<file path="src/rtl/led_display_pkg.sv">
// led_display_pkg: mode encodings and page-geometry helpers for the LED scanner
package led_display_pkg;
  typedef enum logic [1:0] {
    MODE_MANUAL = 2'b00,
    MODE_AUTO   = 2'b01,
    MODE_FLAGS  = 2'b10,
    MODE_HOLD   = 2'b11
  } mode_e;
  function automatic int pages_of(int data_w, int led_w);
    return data_w / led_w;
  endfunction
  function automatic int pw_of(int pages);
    return pages > 1 ? $clog2(pages) : 1;
  endfunction
endpackage

</file>
<file path="src/rtl/led_display_prescaler.sv">
// led_display_prescaler: divide-by-PAGE_DIV counter producing the auto-scan page tick
// ports: clk, rst_n (async, active-low), en (count), clr (sync restart at 0), tick (last count while enabled)
module led_display_prescaler #(
  parameter int PAGE_DIV = 50_000_000,
  localparam int CW = $clog2(PAGE_DIV)
) (
  input  logic clk,
  input  logic rst_n,
  input  logic en,
  input  logic clr,
  output logic tick
);
  logic [CW-1:0] cnt;
  assign tick = en && cnt == CW'(PAGE_DIV - 1);
  always_ff @(posedge clk or negedge rst_n)
    if (!rst_n) cnt <= '0;
    else if (clr) cnt <= '0;
    else if (en) cnt <= tick ? '0 : cnt + 1'b1;
endmodule

</file>
<file path="src/rtl/led_display_scan.sv">
// led_display_scan: snapshots an ALU result and scans it page-by-page onto an LED bank
// ports: clk/rst_n (async, active-low), data/overflow/zero sampled on load, clear drops sticky overflow,
//        mode selects MANUAL/AUTO/FLAGS/HOLD, SW picks the page in MANUAL, F drives LEDs, page/tick report scan
module led_display_scan
  import led_display_pkg::*;
#(
  parameter int DATA_W   = 32,
  parameter int LED_W    = 8,
  parameter int PAGE_DIV = 50_000_000,
  localparam int PAGES = pages_of(DATA_W, LED_W),
  localparam int PW    = pw_of(PAGES)
) (
  input  logic              LED_DISPLAY_SCAN_clk_xi,
  input  logic              LED_DISPLAY_SCAN_rst_n_xi,
  input  logic [DATA_W-1:0] LED_DISPLAY_SCAN_data_xi,
  input  logic              LED_DISPLAY_SCAN_overflow_flag_xi,
  input  logic              LED_DISPLAY_SCAN_zero_flag_xi,
  input  logic              LED_DISPLAY_SCAN_load_xi,
  input  logic              LED_DISPLAY_SCAN_clear_xi,
  input  logic [1:0]        LED_DISPLAY_SCAN_mode_xi,
  input  logic [2:0]        LED_DISPLAY_SCAN_SW_xi,
  output logic [LED_W-1:0]  LED_DISPLAY_SCAN_F_xo,
  output logic [PW-1:0]     LED_DISPLAY_SCAN_page_xo,
  output logic              LED_DISPLAY_SCAN_tick_xo
);
  mode_e mode;
  logic [DATA_W-1:0] snap;
  logic zero_cap, ovf, tick;
  logic [PW-1:0] sw_clamp, page_adv, page_n;
  logic [LED_W-1:0] f_n;
  assign mode = mode_e'(LED_DISPLAY_SCAN_mode_xi);
  assign LED_DISPLAY_SCAN_tick_xo = tick;
  // any non-AUTO mode parks the prescaler at 0, so every entry into AUTO starts a fresh page period
  led_display_prescaler #(.PAGE_DIV(PAGE_DIV)) u_prescaler (
    .clk  (LED_DISPLAY_SCAN_clk_xi),
    .rst_n(LED_DISPLAY_SCAN_rst_n_xi),
    .en   (mode == MODE_AUTO),
    .clr  (mode != MODE_AUTO),
    .tick (tick)
  );
  always_comb begin
    sw_clamp = 32'(LED_DISPLAY_SCAN_SW_xi) >= PAGES ? PW'(PAGES - 1) : PW'(LED_DISPLAY_SCAN_SW_xi);
    page_adv = LED_DISPLAY_SCAN_page_xo == PW'(PAGES - 1) ? '0 : LED_DISPLAY_SCAN_page_xo + 1'b1;
    page_n   = mode == MODE_MANUAL ? sw_clamp : tick ? page_adv : LED_DISPLAY_SCAN_page_xo;
    f_n      = (mode == MODE_MANUAL || mode == MODE_AUTO) ? snap[int'(LED_DISPLAY_SCAN_page_xo)*LED_W +: LED_W] :
               mode == MODE_FLAGS ? {{(LED_W-2){1'b0}}, zero_cap, ovf} : LED_DISPLAY_SCAN_F_xo;
  end
  always_ff @(posedge LED_DISPLAY_SCAN_clk_xi or negedge LED_DISPLAY_SCAN_rst_n_xi)
    if (!LED_DISPLAY_SCAN_rst_n_xi) begin
      snap                     <= '0;
      zero_cap                 <= 1'b0;
      ovf                      <= 1'b0;
      LED_DISPLAY_SCAN_page_xo <= '0;
      LED_DISPLAY_SCAN_F_xo    <= '0;
    end else begin
      if (LED_DISPLAY_SCAN_load_xi) begin
        snap     <= LED_DISPLAY_SCAN_data_xi;
        zero_cap <= LED_DISPLAY_SCAN_zero_flag_xi;
      end
      ovf                      <= (ovf & ~LED_DISPLAY_SCAN_clear_xi) | (LED_DISPLAY_SCAN_load_xi & LED_DISPLAY_SCAN_overflow_flag_xi);
      LED_DISPLAY_SCAN_page_xo <= page_n;
      LED_DISPLAY_SCAN_F_xo    <= f_n;
    end
endmodule

</file>
<file path="config.mk">
export PLATFORM = sky130hd
export DESIGN_NAME = led_display_scan
export DESIGN_NICKNAME = d
export VERILOG_FILES = /design/src/rtl/led_display_pkg.sv /design/src/rtl/led_display_prescaler.sv /design/src/rtl/led_display_scan.sv
export SDC_FILE = /design/constraint.sdc
export NUM_CORES = 1
export LEC_CHECK = 0
export CAP_MARGIN = 0
export CORE_ASPECT_RATIO = 0.6
export CORE_MARGIN = 4
export CORE_UTILIZATION = 37
export CTS_BUF_LIST = sky130_fd_sc_hd__clkbuf_8
export CTS_CLUSTER_DIAMETER = 100
export DETAILED_ROUTE_END_ITERATION = 12
export GPL_ROUTABILITY_DRIVEN = 1
export MAX_ROUTING_LAYER = met4
export PLACE_DENSITY = 0.56
export SLEW_MARGIN = 10
export SYNTH_ARGS = -nofsm -noshare
export SYNTH_HDL_FRONTEND = slang
export SYNTH_SLANG_ARGS = --single-unit
</file>
<file path="constraint.sdc">
create_clock -name LED_DISPLAY_SCAN_clk_xi -period 5 [get_ports LED_DISPLAY_SCAN_clk_xi]
set_clock_uncertainty 0.1 [all_clocks]
set_input_delay 0.5 -clock LED_DISPLAY_SCAN_clk_xi [delete_from_list [all_inputs] [get_ports LED_DISPLAY_SCAN_clk_xi]]
set_output_delay 0.5 -clock LED_DISPLAY_SCAN_clk_xi [all_outputs]
set_load 0.03 [all_outputs]
</file>
==> flow_summary_export.csv <==
group,metric,value,unit
placed_design,place_inst,438,
timing,finalHoldWorstSlack,0.253,ns
detailed_routing,postRouteAntennaNets,0,
setup_path,rr_endpoint,"u_prescaler.cnt[9]$_DFF_PN0_",
layout,mostFrequentLayoutCells,"dfrtp_1, clkdlybuf4s50_1, mux2_2",
clock_tree,htree_levels,3,
synth,synth_area_per_cell,11.5,µm²
synth,synth_cell_types,38,
synth,synth_nets,331,
clock_tree,clockRootBuffer,"clkbuf_8",
clock_tree,ctsResizeCount,0,
grt,grt_pass1_wl,12400,µm
layout,stdcell_count,451,
clock_tree,clk_pin_slew,0.06,ns
placed_design,place_hpwl,5270,µm
timing,setup_viol_count_final,0,
detailed_routing,drc_errors,0,
grt,gr-usage-all-layers,16.1,%
timing,hold_viol,0,
layout,drive_above_1_share,18.3,%
power,power.total,1.19,mW
layout,nNetsFinal,383,
layout,areaGrowthSynthToFinish,23.8,%
run,maxCapViolCount,0,
floorplanning,chipHeight,81.0,µm
layout,fillers,797,
timing,fmax,276,MHz
worst_hold_path,min_path_type,"in2async",
floorplanning,ioPinCount,54,
detailed_routing,wl_met3,370,µm
setup_path,r2r_slack,2.09,ns
setup_path,cp.required,4.40,ns
detailed_routing,via_count,2335,
layout,final_area,0.00407,mm²
placed_design,placed_area,0.00392,mm²
clock_tree,numCtsBuffers,9,
floorplanning,die_w,130,µm
status,outcome,"complete, no violations",
grt,grt.overflow.total,0,
setup_path,worstPathArrival,3.02,ns
detailed_routing,wl_met1,3970,µm
timing,timing.setup.tns,0,ns
clock_tree,post_cts_buffers,0,
placed_design,gp_congestion,0.902,
detailed_routing,drt_pass1_iterations,4,
setup_path,worstSetupPathType,"reg2out",
timing,worst_pin_slew,0.952,ns
grt,grt_antenna_before_repair,0,
clock_tree,clock_path_buffers,2,
setup_path,r2r-start,"u_prescaler.cnt[16]$_DFF_PN0_",
timing,finalCriticalPeriod,3.62,ns
setup_path,r2r_cells,4,
grt,grt_max_degree,71,
power,ir_drop,125,µV
setup_path,end_kind,"primary output",
power,powerDensity,292,mW/mm²
timing,relSlewSlack,36.5,%
synth,synth_edf_count,0,
synth,seq_area_frac_synth,53.3,%
detailed_routing,top_layer,"met4",
grt,grt_pass1_vias,2270,
floorplanning,core,0.00859,mm²
setup_path,start_kind,"register",
timing,timing.final.crit_share,72.4,%
clock_tree,cts.sinks,70,
layout,post-route-util,47.3,%
placed_design,portBuffers,53,
synth,netlist_area,0.00329,mm²
layout,layout_commonest_cell,"dfrtp_1",
timing,finalWorstSetupSlack,1.38,ns
detailed_routing,wl_met2,3010,µm
synth,async_flop_share,100,%
placed_design,pre_cts_slack,1.76,ns
detailed_routing,vias_per_cell,5.18,
floorplanning,initial_core_util,38.3,%
power,leakage,1.58,nW
synth,syn_inst,285,
clock_tree,clk_latency,0.34,ns
synth,yosys_warnings,0,
layout,diodes,0,
layout,multi_input_area,0.00144,mm²
detailed_routing,drtIter0Drc,233,
floorplanning,dieArea,0.0105,mm²
clock_tree,cts_tree,"yes",
setup_path,path_max_fanout,8,
timing,maxSlewViolCount,0,
floorplanning,rows,26,
detailed_routing,route.detailed.wl_per_inst,16.5,µm
layout,seqCellArea,0.00175,mm²
synth,synthFlopType,"dfrtp_1",
detailed_routing,routed_wl,7420,µm
synth,ys_ff_latch,70,
clock_tree,holdBufCountCts,0,
timing,rsz0062_at_grt,"false",
[metal layers]
metal | track usage, % | up-vias
met5 | - | -
met4 | 4.67 | 0
met3 | 4.47 | 4
met2 | 19.9 | 51
met1 | 25.1 | 1144
li1 | - | 1136
[cell type report]
type	instances	area share (%)
flip-flops and latches	70	43.1
multi-input cells	187	35.4
repair buffers	55	13.3
well taps	112	3.45
clock buffers	9	3.05
inverters	14	1.29
clock inverters	4	0.462
[synthesized netlist by cell type, types with 3 or more instances]
| cell type | n | area share (%) |
|---|---|---|
| buf_1 | 5 | 0.57 |
| buf_2 | 3 | 0.46 |
| mux2_2 | 34 | 12 |
| or3_1 | 5 | 0.95 |
| xnor2_1 | 9 | 2.4 |
| o21ai_0 | 12 | 1.8 |
| a21oi_1 | 14 | 2.1 |
| nor2_1 | 22 | 2.5 |
| nor3_1 | 4 | 0.61 |
| nand4_1 | 7 | 1.3 |
| xor2_1 | 3 | 0.80 |
| or2_2 | 4 | 0.76 |
| or4_1 | 8 | 1.8 |
| o31ai_1 | 5 | 1.1 |
| dfrtp_1 | 70 | 53 |
| clkbuf_1 | 6 | 0.69 |
| mux4_2 | 8 | 5.5 |
| nand3_1 | 10 | 1.5 |
| nand2_1 | 15 | 1.7 |
| nor4_1 | 6 | 1.1 |
| inv_1 | 14 | 1.6 |
| ha_1 | 3 | 1.1 |
[critical path, cell delays in order, from the launching register on]
cell             delay (ns)
dfrtp_1                0.42
or4b_1                 0.53
or4_1                  0.68
nor4_1                 0.33
clkdlybuf4s50_1        0.72
[cells by family (layout without fill, tap and decap cells)]
| group | after synthesis | count (layout) | share of synthesized area, % |
|---|---|---|---|
| adder cells (fa/ha/maj) | 3 | 3 | 1.14 |
| AND/OR/NAND/NOR | 89 | 89 | 14.2 |
| flip-flops | 70 | 70 | 53.3 |
| XOR/XNOR | 12 | 12 | 3.20 |
| buffers and inverters | 28 | 82 | 3.31 |
| multiplexers | 44 | 44 | 17.7 |
| AO/OA/AOI/OAI | 39 | 39 | 7.12 |
[worst max path at each step]
stage                                  startpoint                       end  slack [ns]  cells past startpoint
CTS                 u_prescaler.cnt[16]$_DFF_PN0_  LED_DISPLAY_SCAN_tick_xo        1.36                      4
global placement    u_prescaler.cnt[16]$_DFF_PN0_  LED_DISPLAY_SCAN_tick_xo        1.73                      4
detailed placement  u_prescaler.cnt[16]$_DFF_PN0_  LED_DISPLAY_SCAN_tick_xo        1.76                      4
finish              u_prescaler.cnt[16]$_DFF_PN0_  LED_DISPLAY_SCAN_tick_xo        1.38                      4
floorplan           u_prescaler.cnt[16]$_DFF_PN0_  LED_DISPLAY_SCAN_tick_xo        1.85                      4
global route        u_prescaler.cnt[16]$_DFF_PN0_  LED_DISPLAY_SCAN_tick_xo        1.24                      4
[report_power, final]
group | internal [mW] | switching [mW]
registers | 0.607 | 0.0325
logic | 0.106 | 0.0828
clock network | 0.167 | 0.190
total | 0.880 | 0.306
[registers in the layout, indices dropped and copies added, names as in the netlist]
name                      count
ovf                           1
snap                         32
u_prescaler.cnt              26
LED_DISPLAY_SCAN_F_xo         8
zero_cap                      1
LED_DISPLAY_SCAN_page_xo      2
(Power assumes the default switching activity.)
